File: src/rtl/fpu_pipe_elastic.sv
// fpu_pipe_elastic: elastic valid/ready delay pipeline with per-stage stall, bubble collapse and flush.
// Optional item counter port enabled by `define FPU_PIPE_OCCUPANCY_EN.  Rev 1.0
`default_nettype none

module fpu_pipe_elastic #(
  parameter int STAGES = 6,
  parameter int WIDTH  = 32
) (
  input  logic                         clk,
  input  logic                         rst,
  input  logic                         flush,
  input  logic                         in_valid,
  output logic                         in_ready,
  input  logic [WIDTH-1:0]             in_data,
  output logic                         out_valid,
  input  logic                         out_ready,
  output logic [WIDTH-1:0]             out_data
`ifdef FPU_PIPE_OCCUPANCY_EN
  ,
  output logic [$clog2(STAGES+1)-1:0]  occupancy
`endif
);

  logic [STAGES-1:0] w_valid;
  logic [WIDTH-1:0]  w_data [STAGES];
  logic [STAGES-1:0] w_move;
  logic [STAGES-1:0] w_acc;
  logic              w_in_fire;

  // Ready chain resolved from the output back to the entry so a full pipe
  // that is draining still accepts in the same cycle.
  always_comb begin
    w_move = '0;
    w_acc  = '0;
    w_move[STAGES-1] = w_valid[STAGES-1] & out_ready;
    w_acc[STAGES-1]  = !w_valid[STAGES-1] | w_move[STAGES-1];
    for (int i = STAGES - 2; i >= 0; i--) begin
      w_move[i] = w_valid[i] & w_acc[i+1];
      w_acc[i]  = !w_valid[i] | w_move[i];
    end
  end

  assign in_ready  = w_acc[0] & !flush & rst;
  assign w_in_fire = in_valid & in_ready;
  assign out_valid = w_valid[STAGES-1];
  assign out_data  = w_data[STAGES-1];

  for (genvar g = 0; g < STAGES; g++) begin : g_stage
    logic             w_up_valid;
    logic [WIDTH-1:0] w_up_data;
    logic             r_v;
    logic [WIDTH-1:0] r_d;

    if (g == 0) begin : g_entry
      assign w_up_valid = w_in_fire;
      assign w_up_data  = in_data;
    end else begin : g_link
      assign w_up_valid = w_valid[g-1];
      assign w_up_data  = w_data[g-1];
    end

    // Payload only loads with a valid item, so bubbles leave data untouched.
    always_ff @(posedge clk or negedge rst) begin
      if (!rst) begin
        r_v <= 1'b0;
        r_d <= '0;
      end else if (flush) begin
        r_v <= 1'b0;
      end else if (w_acc[g]) begin
        r_v <= w_up_valid;
        if (w_up_valid) begin
          r_d <= w_up_data;
        end
      end
    end

    assign w_valid[g] = r_v;
    assign w_data[g]  = r_d;
  end

`ifdef FPU_PIPE_OCCUPANCY_EN
  localparam int OCC_W = $clog2(STAGES + 1);

  logic             w_out_fire;
  logic [OCC_W-1:0] r_occ;

  assign w_out_fire = out_valid & out_ready;

  always_ff @(posedge clk or negedge rst) begin
    if (!rst) begin
      r_occ <= '0;
    end else if (flush) begin
      r_occ <= '0;
    end else if (w_in_fire && !w_out_fire) begin
      r_occ <= r_occ + OCC_W'(1);
    end else if (!w_in_fire && w_out_fire) begin
      r_occ <= r_occ - OCC_W'(1);
    end
  end

  assign occupancy = r_occ;
`endif

endmodule

`default_nettype wire

File: config.mk
export PLATFORM = sky130hd
export DESIGN_NAME = fpu_pipe_elastic
export DESIGN_NICKNAME = d
export VERILOG_FILES = /design/src/rtl/fpu_pipe_elastic.sv
export SDC_FILE = /design/constraint.sdc
export NUM_CORES = 1
export LEC_CHECK = 0
export CAP_MARGIN = 20
export CORE_MARGIN = 3
export CORE_UTILIZATION = 30
export DETAILED_ROUTE_END_ITERATION = 7
export SLEW_MARGIN = 20
export SYNTH_ARGS = -nofsm -noshare
export SYNTH_HDL_FRONTEND = slang
export SYNTH_SLANG_ARGS = --single-unit
File: constraint.sdc
create_clock -name clk -period 2.1 [get_ports clk]
set_clock_uncertainty 0.15 [all_clocks]
set_input_delay 0.21 -clock clk [delete_from_list [all_inputs] [get_ports clk]]
set_output_delay 0.21 -clock clk [all_outputs]
set_load 0.1 [all_outputs]
Yosys cells after proc, flatten, opt, wreduce, memory -nomap -nowiden
Index checks and enable logic that the tools add are counted.

operators by class
  divide/modulo/power cells = 0
  $lt $le $gt $ge = 0
  bitwise logic cells = 16
  multiply operators = 0
  shift-type cells = 0
  reduce and logical (&&, ||, !) cells = 19
  $add $sub $neg = 0
  multiplexer cells = 12
  equality and inequality tests = 0

operator list
  cell                 count
  3-bit AND reduction  6
  1-bit 2-to-1 mux     12
  2-bit nonzero test   6
  1-bit bitwise AND    9
  1-bit zero test      7
  1-bit bitwise OR     6
  1-bit NOT            1

word-level totals
  flip-flop bits (word level) = 198
  logic and storage cells = 59
  memory bits (read-only) = 0
  output and inout port bits = 34
  RAM bits = 0
  bits in latches = 0
  input bits = 37
  memories kept = 0

Depth between registers and ports, before layout
Gate-level depths: netlist (run 1).

  word-level depth = 17
  mapped depth = 5
  gate-level depth less buffers = 3

Least setup slack after synthesis (run 1)
Ideal clock, no wire load.

  kind = register to output
  from = register g_stage[5].r_v, in the netlist out_valid
  to = output in_ready
  buffers on the path = 0
  arrival = 3.316 ns
  stages on the path, launching flop included = 4
  path slack = -1.576 ns
  required time = 1.740 ns
  path through = dfrtp_1 > nand4b_1 > nor2_1 > nor3b_1

on the way
  word-level cells in the longest chain between the ends = 14
  elaborated cells on any way between the ends = 15
  those cells by class = bitwise (14); reduce/logical (1)

ends and longest elaborated chain
  what                                                         line    source
  start: declaration                                           51      logic r_v;
  start signal: assignment                                     70      r_v <= w_up_valid;
  1-bit bitwise AND / 1-bit zero test (equally long branches)  35, 36
  1-bit bitwise OR *                                           36      w_acc[STAGES-1] = !w_valid[STAGES-1] | w_move[STAGES-1];
  1-bit bitwise AND *                                          38      w_move[i] = w_valid[i] & w_acc[i+1];
  1-bit bitwise OR *                                           39      w_acc[i] = !w_valid[i] | w_move[i];
  1-bit bitwise AND *                                          38
  1-bit bitwise OR *                                           39
  1-bit bitwise AND *                                          38
  1-bit bitwise OR *                                           39
  1-bit bitwise AND *                                          38
  1-bit bitwise OR *                                           39
  1-bit bitwise AND *                                          38
  1-bit bitwise OR *                                           39
  1-bit bitwise AND * (2 in series)                            43      assign in_ready = w_acc[0] & !flush & rst;
  end: declaration                                             13      output logic in_ready,

Mark *: on every way between the ends. The rest lies on a longest branch, timed or not.

Worst setup path in the final report (run 1)
  from = register g_stage[3].r_v
  to = output in_ready

on the way
  word-level cells in the longest chain between the ends = 10
  elaborated cells on any way between the ends = 11
  those cells by class = bitwise (10); reduce/logical (1)

ends and longest elaborated chain
  what                                                         line
  start: declaration                                           51
  start signal: assignment                                     70
  1-bit bitwise AND / 1-bit zero test (equally long branches)  38, 39
  1-bit bitwise OR *                                           39
  1-bit bitwise AND *                                          38
  1-bit bitwise OR *                                           39
  1-bit bitwise AND *                                          38
  1-bit bitwise OR *                                           39
  1-bit bitwise AND *                                          38
  1-bit bitwise OR *                                           39
  1-bit bitwise AND * (2 in series)                            43

Marks and branches as above.

==> results.toml, run 1 <==
[die]
initial_core_util = 0.308
io_pins = 71
die_h_um = 164
die_x_um = 164
row_count = 57
coreArea_mm2 = 0.0245
die_area_mm2 = 0.0270

[timing]
hold_viol = 0
setup_violations = 0
slew_violations = 0
grt_setup_unrepaired = "false"
fmax_mhz = 500
worst_slew_pin_slew_ns = 0.670
fin_crit_ns = 2.00
final.period_utilization = 0.953
slew_headroom = 0.553
fin_setup_tns_ns = 0

[synthesis]
yosysSeqAreaShare = 0.658
yosys-top-cells-area = "dfrtp_1 (66%), mux2_2 (24%), mux2_4 (6.0%)"
synthesis.nets = 476
ys_types = 25
synth.top_cell.area_share = 0.658
synth_area_leader_cell = "dfrtp_1"
ys_seq_elements = 198
syn_inst = 439
yosysWarnings = 0
synth_area_per_cell_um2 = 17.1
syn_area_mm2 = 0.00753

[placement]
dpl.hpwl_um = 9020
placedCellCount = 826
io_buffer_count = 70
gp_congestion = 0.755

[route]
antenna_left = 0
vias_per_cell = 4.42
vias = 3812
drc = 0
drtIter0Drc = 118
drt-wirelength-per-cell_um = 15.7
drt_wl_total_um = 13500
first_pass_iters = 4

[critical_path]
path_cells = "nand4b_1 > nor2_2 > nor3b_4 > buf_12"
r2r.worst_path.cells = 5
critPathKind = "flip-flop to primary output"
startpoint = "g_stage[3].r_v"
required_ns = 1.74
cp-end-kind = "primary output"
r2r-start = "g_stage[3].r_v"
crit_fanout = 5
start_kind = "flip-flop"
crit_arrival_ns = 1.64
r2r_setup_slack_ns = 0.16
cpPeakStageDelay_ns = 0.43
slowest_stage = "dfrtp_1"
worstReg2RegEnd = "g_stage[3].r_d[12]"

[cts]
cts_max_path_buffers = 2
cts_tree = "done"
h-tree-depth = 4
clock_latency_ns = 0.42
cts.clk_slew.worst_paths_ns = 0.07
root_buffer = "clkbuf_16"
cts_made_buffers = 17
clock_sinks = 198

[global_route]
grt_start_max_net_pins = 197
antenna_found_initial = 0
grt_overflow = 0
grtUsageTotal = 0.107
grt_pass1_vias = 4119
grt_pass1_wl_um = 22400

[final_layout]
stdcell_count = 862
post-route-util = 0.381
final_common_cell = "dfrtp_1"
drive_gt1_frac = 0.524
fin_nets = 562
area_growth_pct = 23.9
n_antenna_cell = 0
mostFrequentLayoutCells = "dfrtp_1 (196), mux2_2 (159), buf_4 (40)"

[power_and_ir_drop]
power_density_mw_per_mm2 = 967
p_leak_nw = 4.53
finalPower_mw = 9.02
ir_worst_vdd_v = 0.000359

[job]
max_cap_viol_count = 0

[worst_hold_path]
hold_class = "input port to asynchronous set/reset pin"

[run_status]
outcome = "complete, no violations"
[what timing repair did]
action                                  in CTS  in global routing
buffers inserted                             0                  1
hold endpoints to repair                   109                  0
hold buffers                                 2                  0
endpoints found under the setup margin       0                  1
gates resized for setup                      0                  3
[per-layer routing]
layer | GRT usage | vias up | part of all wire
met2 | 0.165 | 64 | 0.47
li1 | - | 1736 | -
met4 | 0.0400 | 0 | 0.018
met5 | 0 | - | 0
met1 | 0.146 | 1993 | 0.47
met3 | 0.0286 | 19 | 0.036
[flip-flops by register name, summed over array words and instances, names as in the netlist]
signal	cells
g_stage.r_d	160
out_valid	1
out_data	32
g_stage.r_v	5
[stage by stage]
step,worst slack [ns],area [um^2],hold WS (ns)
final,0.0997,9330,0.242
after global routing,0.00590,9330,0.228
after CTS,0.0247,9290,0.222
after detailed placement,-0.120,8670,-0.117
after global placement,-0.000915,8670,-0.118
after floorplan,-0.00224,7540,-0.236
[worst max path at each step]
| stage | to | slack, ns | cells after the start |
|---|---|---|---|
| after floorplan | in_ready | -0.002 | 3 |
| after global placement | g_stage[3].r_d[7] | -0.0009 | 5 |
| after detailed placement | g_stage[3].r_d[12] | -0.12 | 5 |
| after CTS | in_ready | 0.02 | 4 |
| after global routing | in_ready | 0.006 | 4 |
| final | in_ready | 0.1 | 4 |
[logic make-up (layout without fill, tap and decap cells)]
group	after synthesis	after routing	share of synthesized area
DFF	198	198	0.658
AOI/OAI and AO/OA	8	8	0.00764
muxes	192	192	0.302
buffers and inverters	22	121	0.0165
and+or+nand+nor	19	19	0.0156
[report_power, final]
part	switching (mW)	total, mW	internal (mW)
combinational	0.286	0.966	0.680
clock	1.42	3.26	1.83
sequential	0.340	4.79	4.46
total	2.05	9.02	6.97
[Yosys cell counts]
master,instances
buf_2,15
and3_1,1
and3b_1,1
nand3_1,2
nand2b_1,1
nor3b_1,1
nand3b_1,1
inv_1,2
o21ai_1,1
a21oi_1,3
o2bb2a_1,1
clkbuf_1,2
or3b_1,1
buf_6,3
nor2_1,8
a311o_1,1
and4b_1,1
a211o_1,1
mux2_4,30
mux2_2,159
dfrtp_1,198
a21oi_2,1
nor2b_4,1
nand4b_1,1
mux2_1,3
[critical path: cells and delay by family (launching register included)]
kind | cells | cell delay, ns
DFF | 1 | 0.43
buffers and inverters | 1 | 0.20
and+or+nand+nor | 3 | 0.59
[cell type report]
class	instances	area, um^2
well taps	324	405
multi-input cells	219	2490
fillers	2257	15100
flip-flops and latches	198	4960
inverters	2	7.51
repair buffers	87	872
clock inverters	13	146
clock buffers	19	453
(Power assumes the default switching activity.)
==> inputs of run 2 (changes only) <==
ABC_CLOCK_PERIOD_IN_PS = 2100   (was not set)
==> results of run 2 <==
The final DEF is identical to that of run 1; final timing and power are the same.
==> inputs of run 3 (changes only) <==
DONT_BUFFER_PORTS = 1   (was not set)
==> run 3 against run 2 <==
Against the previous run:
- the flow now finishes with violations (negative hold slack)
- sequential share of layout area grew 0.98 points
- global-route usage barely moved
- sequential power is essentially flat
- total power fell by 2.5%
- largest power group unchanged
==> results.toml, run 3 (synthesis results as in run 1) <==
[timing]
hold_viol = 198
worst_slew_pin_slew_ns = 0.760
grt_setup_unrepaired = "false"
slew_violations = 0
holdWs_ns = -0.678
slew_headroom = 0.493
final.period_utilization = 0.946
timing.final.ws_setup_ns = 0.114
fin_crit_ns = 1.99
setup_violations = 0
fmax_mhz = 503

[route]
antenna_left = 0
vias_per_cell = 4.40
vias = 3766
first_pass_iters = 4
drt-wirelength-per-cell_um = 15.6
drt_wl_total_um = 13400
drc = 0
drtIter0Drc = 167

[critical_path]
crit_arrival_ns = 1.63
r2r-start = "out_valid"
start_kind = "flip-flop"
slowest_stage = "dfrtp_1"
critical_path.top_delay_family = "simple AND/OR/NAND/NOR gates"
critPathKind = "flip-flop to primary output"
path_buf_inv = 1
required_ns = 1.74
cp-end-kind = "primary output"
cpPeakStageDelay_ns = 0.47
path_cells = "nand3_1 > nor2_1 > nor3b_4 > buf_12"
crit_fanout = 6
startpoint = "g_stage[2].r_v"

[final_layout]
fin_nets = 555
largest_register = "g_stage.r_d"
area_growth_pct = 21.7
seqCellArea_mm2 = 0.00496
largest_register_ffs = 160
fill_cells = 2274
n_antenna_cell = 0
multiInputGateArea_mm2 = 0.00248
mostFrequentLayoutCells = "dfrtp_1 (197), mux2_2 (159), buf_4 (41)"
final_common_cell = "dfrtp_1"
drive_gt1_frac = 0.516

[global_route]
grt_overflow = 0
grt_start_max_net_pins = 202
grt_pass1_wl_um = 22300
grtUsageTotal = 0.107
grt_pass1_vias = 4148
antenna_found_initial = 0

[run_status]
violations = "negative hold slack"
outcome = "finished, violations left"

[die]
io_pins = 71
coreArea_mm2 = 0.0245
die_h_um = 164
die_area_mm2 = 0.0270
initial_core_util = 0.308
row_count = 57
die_x_um = 164

[cts]
clock_sinks = 198
cts_tree = "done"
cts_made_buffers = 17
cts.clk_slew.worst_paths_ns = 0.08
ctsHoldBuffers = 35
clock_latency_ns = 0.43
h-tree-depth = 4
cts_max_path_buffers = 2
root_buffer = "clkbuf_16"
cts_resized = 0

[placement]
gp_congestion = 0.699
dpl.hpwl_um = 8760
io_buffer_count = 0
place_ws_ns = 0.146

[job]
max_cap_viol_count = 0

[worst_hold_path]
hold_class = "input port to asynchronous set/reset pin"

[power_and_ir_drop]
p_leak_nw = 4.48
power_density_mw_per_mm2 = 960
ir_worst_vdd_v = 0.000543
[run 3: final timing paths]
kind	end	slack (ns)	cells after the start
max in group asynchronous	out_data[4]	2.04	0
max reg2reg	g_stage[4].r_d[2]	0.16	3
min reg2reg	g_stage[2].r_d[17]	0.34	1
min in group clk	g_stage[3].r_v	0.06	3
max	in_ready	0.11	4
min	out_data[26]	-0.68	0
[run 3: metrics by stage]
stage                      util  power, mW  area, um^2  setup TNS (ns)  cells
final                     0.374       8.80        9160               0    855
after global routing      0.374       9.24        9160               0    855
after CTS                 0.374       8.92        9150               0    853
after detailed placement  0.336       5.69        8220               0    786
after global placement    0.336       5.62        8220               0    786
after floorplan               -       5.47        7540        -0.00224    439
[run 3: report_power, final]
group	internal, mW	total, mW	switching (mW)
logic	0.650	0.858	0.208
registers	4.45	4.80	0.343
clock network	1.65	3.14	1.49
[run 3: final cells by class]
class | instances | share of cell area
timing repair buffer | 80 | 0.0806
multi-input combinational | 219 | 0.271
sequential | 198 | 0.541
tap | 324 | 0.0443
clock inverter | 12 | 0.0113
clock buffer | 20 | 0.0509
inverter | 2 | 0.000820
[run 3: metal layers]
layer | up-vias | wire (um) | GRT usage
met1 | 1971 | 6030 | 0.134
met5 | - | 0 | 0
li1 | 1714 | - | -
met3 | 24 | 510 | 0.0281
met2 | 57 | 6480 | 0.173
met4 | 0 | 346 | 0.0518
[run 3: timing repair]
action / CTS / global route
hold endpoints to repair: 236 / 198
buffers inserted: 0 / 2
setup endpoints to repair: 0 / 1
